`src/rtl/uart_pkg.sv`:
```
// Shared UART definitions: receive FSM states and
// baud-rate constants used by the RX, TX and baud generator.
package uart_pkg;

  typedef enum logic [1:0] {
    IDLE,
    START,
    DATA,
    STOP
  } state_t;

  localparam int UART_DATA_BITS = 8;
  localparam int BPS_DIV        = 5207;
  localparam int BPS_MID        = 2603;

endpackage

```
`src/rtl/uart_rx_sync.sv`:
```
// rxd synchronizer plus falling-edge detector.
// Ports: clk, rst (sync, active-high), rxd (async line),
//        line_s (synchronized line), line_fall (high->low pulse).
module uart_rx_sync #(
  parameter int SYNC_STAGES = 2
) (
  input  logic clk,
  input  logic rst,
  input  logic rxd,
  output logic line_s,
  output logic line_fall
);

  logic [SYNC_STAGES-1:0] r_sync;
  logic                   r_d;

  // Fill with 1s on reset so an idle line never looks like an edge.
  always_ff @(posedge clk) begin
    if (rst) begin
      r_sync <= '1;
      r_d    <= 1'b1;
    end else begin
      r_sync <= {r_sync[SYNC_STAGES-2:0], rxd};
      r_d    <= r_sync[SYNC_STAGES-1];
    end
  end

  assign line_s    = r_sync[SYNC_STAGES-1];
  assign line_fall = r_d & ~r_sync[SYNC_STAGES-1];

endmodule

```
`src/rtl/uart_rx_ctrl.sv`:
```
// UART receive sequencer: start-edge detect, mid-bit sampling, 8N1.
// Ports: clk, rst, rxd, bps_tick in; bps_start, rx_data, rx_valid,
//        frame_err, busy out.
module uart_rx_ctrl
  import uart_pkg::*;
#(
  parameter int DATA_BITS   = UART_DATA_BITS,
  parameter int SYNC_STAGES = 2
) (
  input  logic                 clk,
  input  logic                 rst,
  input  logic                 rxd,
  input  logic                 bps_tick,
  output logic                 bps_start,
  output logic [DATA_BITS-1:0] rx_data,
  output logic                 rx_valid,
  output logic                 frame_err,
  output logic                 busy
);

  localparam int CW = $clog2(DATA_BITS);
  localparam logic [CW-1:0] LAST_BIT = CW'(DATA_BITS - 1);

  state_t               r_state;
  state_t               w_next;
  logic                 w_line;
  logic                 w_fall;
  logic [CW-1:0]        r_bit_cnt;
  logic [DATA_BITS-1:0] r_shift;
  logic [DATA_BITS-1:0] r_rx_data;
  logic                 r_rx_valid;
  logic                 r_frame_err;

  uart_rx_sync #(
    .SYNC_STAGES(SYNC_STAGES)
  ) u_sync (
    .clk      (clk),
    .rst      (rst),
    .rxd      (rxd),
    .line_s   (w_line),
    .line_fall(w_fall)
  );

  always_ff @(posedge clk) begin
    if (rst) r_state <= IDLE;
    else     r_state <= w_next;
  end

  always_comb begin
    w_next = r_state;
    unique case (r_state)
      IDLE:  if (w_fall) w_next = START;
      // A high line at mid start bit is a glitch, not a frame.
      START: if (bps_tick) w_next = w_line ? IDLE : DATA;
      DATA:  if (bps_tick && r_bit_cnt == LAST_BIT) w_next = STOP;
      STOP:  if (bps_tick) w_next = IDLE;
      default: w_next = IDLE;
    endcase
  end

  // Dropping in IDLE clears the baud counter so it
  // realigns on every start edge.
  always_comb begin
    bps_start = (r_state != IDLE);
    busy      = (r_state != IDLE);
  end

  always_ff @(posedge clk) begin
    if (rst) begin
      r_bit_cnt   <= '0;
      r_shift     <= '0;
      r_rx_data   <= '0;
      r_rx_valid  <= 1'b0;
      r_frame_err <= 1'b0;
    end else begin
      r_rx_valid  <= 1'b0;
      r_frame_err <= 1'b0;
      unique case (r_state)
        START: if (bps_tick) r_bit_cnt <= '0;
        DATA: begin
          if (bps_tick) begin
            // LSB arrives first, so shift right from the MSB side.
            r_shift   <= {w_line, r_shift[DATA_BITS-1:1]};
            r_bit_cnt <= r_bit_cnt + 1'b1;
          end
        end
        STOP: begin
          if (bps_tick) begin
            if (w_line) begin
              r_rx_data  <= r_shift;
              r_rx_valid <= 1'b1;
            end else begin
              r_frame_err <= 1'b1;
            end
          end
        end
        default: ;
      endcase
    end
  end

  assign rx_data   = r_rx_data;
  assign rx_valid  = r_rx_valid;
  assign frame_err = r_frame_err;

endmodule

```
`config.mk`:
```
export PLATFORM = sky130hd
export DESIGN_NAME = uart_rx_ctrl
export DESIGN_NICKNAME = d
export VERILOG_FILES = /design/src/rtl/uart_pkg.sv /design/src/rtl/uart_rx_sync.sv /design/src/rtl/uart_rx_ctrl.sv
export SDC_FILE = /design/constraint.sdc
export NUM_CORES = 1
export LEC_CHECK = 0
export ABC_AREA = 0
export CAP_MARGIN = 20
export CORE_MARGIN = 2
export CORE_UTILIZATION = 51
export CTS_BUF_LIST = sky130_fd_sc_hd__clkbuf_16
export DETAILED_ROUTE_END_ITERATION = 12
export PLACE_DENSITY = 0.76
export SETUP_SLACK_MARGIN = 0.02
export SLEW_MARGIN = 30
export SYNTH_ARGS = -nofsm -noshare
export SYNTH_HDL_FRONTEND = slang
export SYNTH_SLANG_ARGS = --single-unit
```
`constraint.sdc`:
```
create_clock -name clk -period 1.4 [get_ports clk]
set_input_delay 0.14 -clock clk [delete_from_list [all_inputs] [get_ports clk]]
set_output_delay 0.14 -clock clk [all_outputs]
set_load 0.01 [all_outputs]
```
==> flow_metrics.tcl <==
set metrics [dict create \
    path_clk_slew_ns 0.06 \
    synth_enable_flop_cells 0 \
    timing.critical_path.required_ns 1.26 \
    fin_worst_skew_ns 0.00350 \
    timing.final.crit_period_ns 1.28 \
    layout_worst_path_cycle_share_pct 91.5 \
    syn-cell-area_mm2 0.00106 \
    yosys-top-cells-area "sky130_fd_sc_hd__dfxtp_1 (49%), sky130_fd_sc_hd__mux2i_1 (8.5%), sky130_fd_sc_hd__nand2_1 (7.4%), sky130_fd_sc_hd__a21oi_2 (6.6%), sky130_fd_sc_hd__nor2_1 (3.9%)" \
    syn_inst 108 \
    cts_max_path_buffers 2 \
    synth_cell_type_count 25 \
    post_cts_buffers 0 \
    remaining_drc_errors 0 \
    peakVddDrop_uv 869 \
    power-per-cell-area_mw_per_mm2 1240 \
    critical_path_buffers_and_inverters 1 \
    ys_top_cells_by_count "sky130_fd_sc_hd__dfxtp_1 (26), sky130_fd_sc_hd__nand2_1 (21), sky130_fd_sc_hd__nor2_1 (11)" \
    finalSetupViolCount 0 \
    clk_latency_ns 0.26 \
    grt_remaining_overflow 0 \
    drive_above_1_share_pct 17.9 \
    synthesis.yosys.warnings 0 \
    synthMostInstantiatedCell "sky130_fd_sc_hd__dfxtp_1" \
    worst_ep_arrival_time_ns 1.14 \
    initial_core_utilization_pct 54.1 \
    placement.io_buffers 15 \
    insertedDiodeCount 0 \
    critPathTopFamily "buffers and inverters" \
    tritoncts_clock_tree "done" \
    areaGrowthSynthToFinish_pct 23.3 \
    dr_total_vias 751 \
    cts_bufs_inserted 3 \
    core_mm2 0.00196 \
    cts_sinks 26 \
    fin_tns_setup_ns 0 \
    avgViaCountPerCell 5.01 \
    antenna_left 0 \
    timing.final.max_slew_violations 0 \
    design.die.area_mm2 0.00246 \
    critical_path.startpoint_type "register" \
    detail_route.wl_per_cell_um 12.2 \
    cp-startpoint "rx_data[2]" \
    rsz_0062_raised_after_global_routing "false" \
    synth_area_per_cell_um2 9.82 \
    yosysSeqAreaShare_pct 49.1 \
    async_flop_share_pct 0 \
    critical_path_class "register to primary output" \
    cap_violations 0 \
    dp.final_hpwl_mm 1.30 \
    pin_count_of_the_biggest_net_entering_global_routing 19 \
    power_mw 1.63 \
    totalWireLength_mm 1.84 \
    ys_dominant_reg_cell "sky130_fd_sc_hd__dfxtp_1" \
    result_of_the_run "finished, final reports clean" \
    crit_chain "clkdlybuf4s50_1" \
    hold_buffers 0 \
    critPathMaxStageDelay_ns 0.54 \
    place_congestion 0.809 \
    netlist.top_cell.by_area "sky130_fd_sc_hd__dfxtp_1" \
    area_share_of_the_largest_cell_type_after_synthesis_pct 49.1 \
    hold_violation_total_from_the_final_report 0 \
    worstSetupEndpointType "primary output" \
    fmaxAchievable_ghz 0.780 \
    grt_util_all_layers_pct 17.2 \
    antenna_violations_before_repair 0 \
    utilization_pct 66.7 \
    leakagePower_nw 0.547 \
    floorplan.die.height_um 49.6 \
    cell_chosen_for_the_clock_root "sky130_fd_sc_hd__clkbuf_16" \
    timing.max_slew.rel_slack_pct 82.2 \
    number_of_flip_flops_and_latches_in_the_synthesized_netlist 26 \
    grt_pass1_vias 705 \
    fin_nets 130 \
    total_nets_after_synthesis 114 \
    crit_slowest_cell "sky130_fd_sc_hd__clkdlybuf4s50_1" \
    critPathMaxFanout 2 \
    hp-class "register to register" \
    dr.pass1.iters 4 \
    io_pins 16 \
    floorplan.rows 16 \
    cts-htree-levels 1 \
    worst_pin_slew_ns 0.267 \
    first_pass_grt_wire_length_mm 3.23 \
    cts_repair_resized_insts 2 \
    die_x_um 49.6 \
    hp-start "u_sync.r_sync[0]" \
    drt_first_iter_violations 8 \
]
-- layout make-up --
class / count / area [um^2]
Clock inverter: 1 / 30.0
Tap cell: 27 / 33.8
Multi-Input combinational cell: 73 / 468
Inverter: 1 / 3.75
Clock buffer: 3 / 75.1
Fill cell: 160 / 653
Timing Repair Buffer: 19 / 178
Sequential cell: 26 / 520
-- cells by family after synthesis --
kind of cell	Yosys count	synth area share, %
fa+ha+maj	2	2.36
simple gates	48	23.1
buf+inv	9	6.84
flops	26	49.1
compound gates	14	10.1
mux	9	8.49
-- state kept, by name, indices dropped and copies added, names as in the netlist, named ones only --
name / count
u_sync.r_d: 1
r_shift: 8
r_bit_cnt: 3
r_state: 1
rx_data: 8
u_sync.r_sync: 2
frame_err: 1
rx_valid: 1
-- placed cells by master, fill, tap and decap left out --
| master | instances |
|---|---|
| sky130_fd_sc_hd__a31oi_1 | 3 |
| sky130_fd_sc_hd__dlygate4sd2_1 | 2 |
| sky130_fd_sc_hd__nand2b_1 | 1 |
| sky130_fd_sc_hd__ha_1 | 2 |
| sky130_fd_sc_hd__a21oi_1 | 1 |
| sky130_fd_sc_hd__nand3b_4 | 1 |
| sky130_fd_sc_hd__and4_1 | 1 |
| sky130_fd_sc_hd__inv_1 | 1 |
| sky130_fd_sc_hd__a32oi_1 | 1 |
| sky130_fd_sc_hd__nand4_4 | 1 |
| sky130_fd_sc_hd__or2_2 | 4 |
| sky130_fd_sc_hd__nand3_1 | 5 |
| sky130_fd_sc_hd__buf_4 | 4 |
| sky130_fd_sc_hd__nand3b_1 | 1 |
| sky130_fd_sc_hd__a21oi_2 | 8 |
| sky130_fd_sc_hd__clkdlybuf4s50_1 | 13 |
| sky130_fd_sc_hd__nor2_1 | 11 |
| sky130_fd_sc_hd__o21ai_1 | 1 |
| sky130_fd_sc_hd__mux2i_1 | 9 |
| sky130_fd_sc_hd__nor3_1 | 1 |
| sky130_fd_sc_hd__nor2b_1 | 1 |
| sky130_fd_sc_hd__bufinv_16 | 1 |
| sky130_fd_sc_hd__clkbuf_16 | 3 |
| sky130_fd_sc_hd__nand2_1 | 21 |
| sky130_fd_sc_hd__dfxtp_1 | 26 |
-- power breakdown --
part	switching, mW	internal [mW]	total [mW]
logic	0.0331	0.0252	0.0583
clock network	0.250	0.569	0.819
registers	0.00355	0.745	0.749
total	0.287	1.34	1.63
-- worst paths after layout --
| check | endpoint | slack [ns] | cells past startpoint |
|---|---|---|---|
| setup / recovery | rx_data[2] | 0.12 | 1 |
| hold / removal | u_sync.r_sync[1] | 0.42 | 1 |
| setup reg to reg | rx_data[0] | 0.24 | 4 |
| hold reg to reg | u_sync.r_sync[1] | 0.42 | 1 |
-- stage by stage --
step                setup slack [ns]  hold slack (ns)  area [um^2]  cells
floorplan                      0.281            0.209         1060    108
global placement              0.0495            0.396         1210    146
detailed placement            0.0212            0.396         1210    146
CTS                            0.112            0.425         1310    150
global route                  0.0623            0.456         1310    150
finish                         0.119            0.424         1310    150
-- metal layers --
| layer | GRT usage [%] | routed length (um) | up-vias |
|---|---|---|---|
| met1 | 22.3 | 868 | 339 |
| met4 | 9.72 | 35 | 0 |
| met3 | 2.73 | 60 | 4 |
| li1 | - | - | 394 |
| met2 | 27.1 | 871 | 14 |
| met5 | 0 | 0 | - |
(Power assumes the default switching activity.)
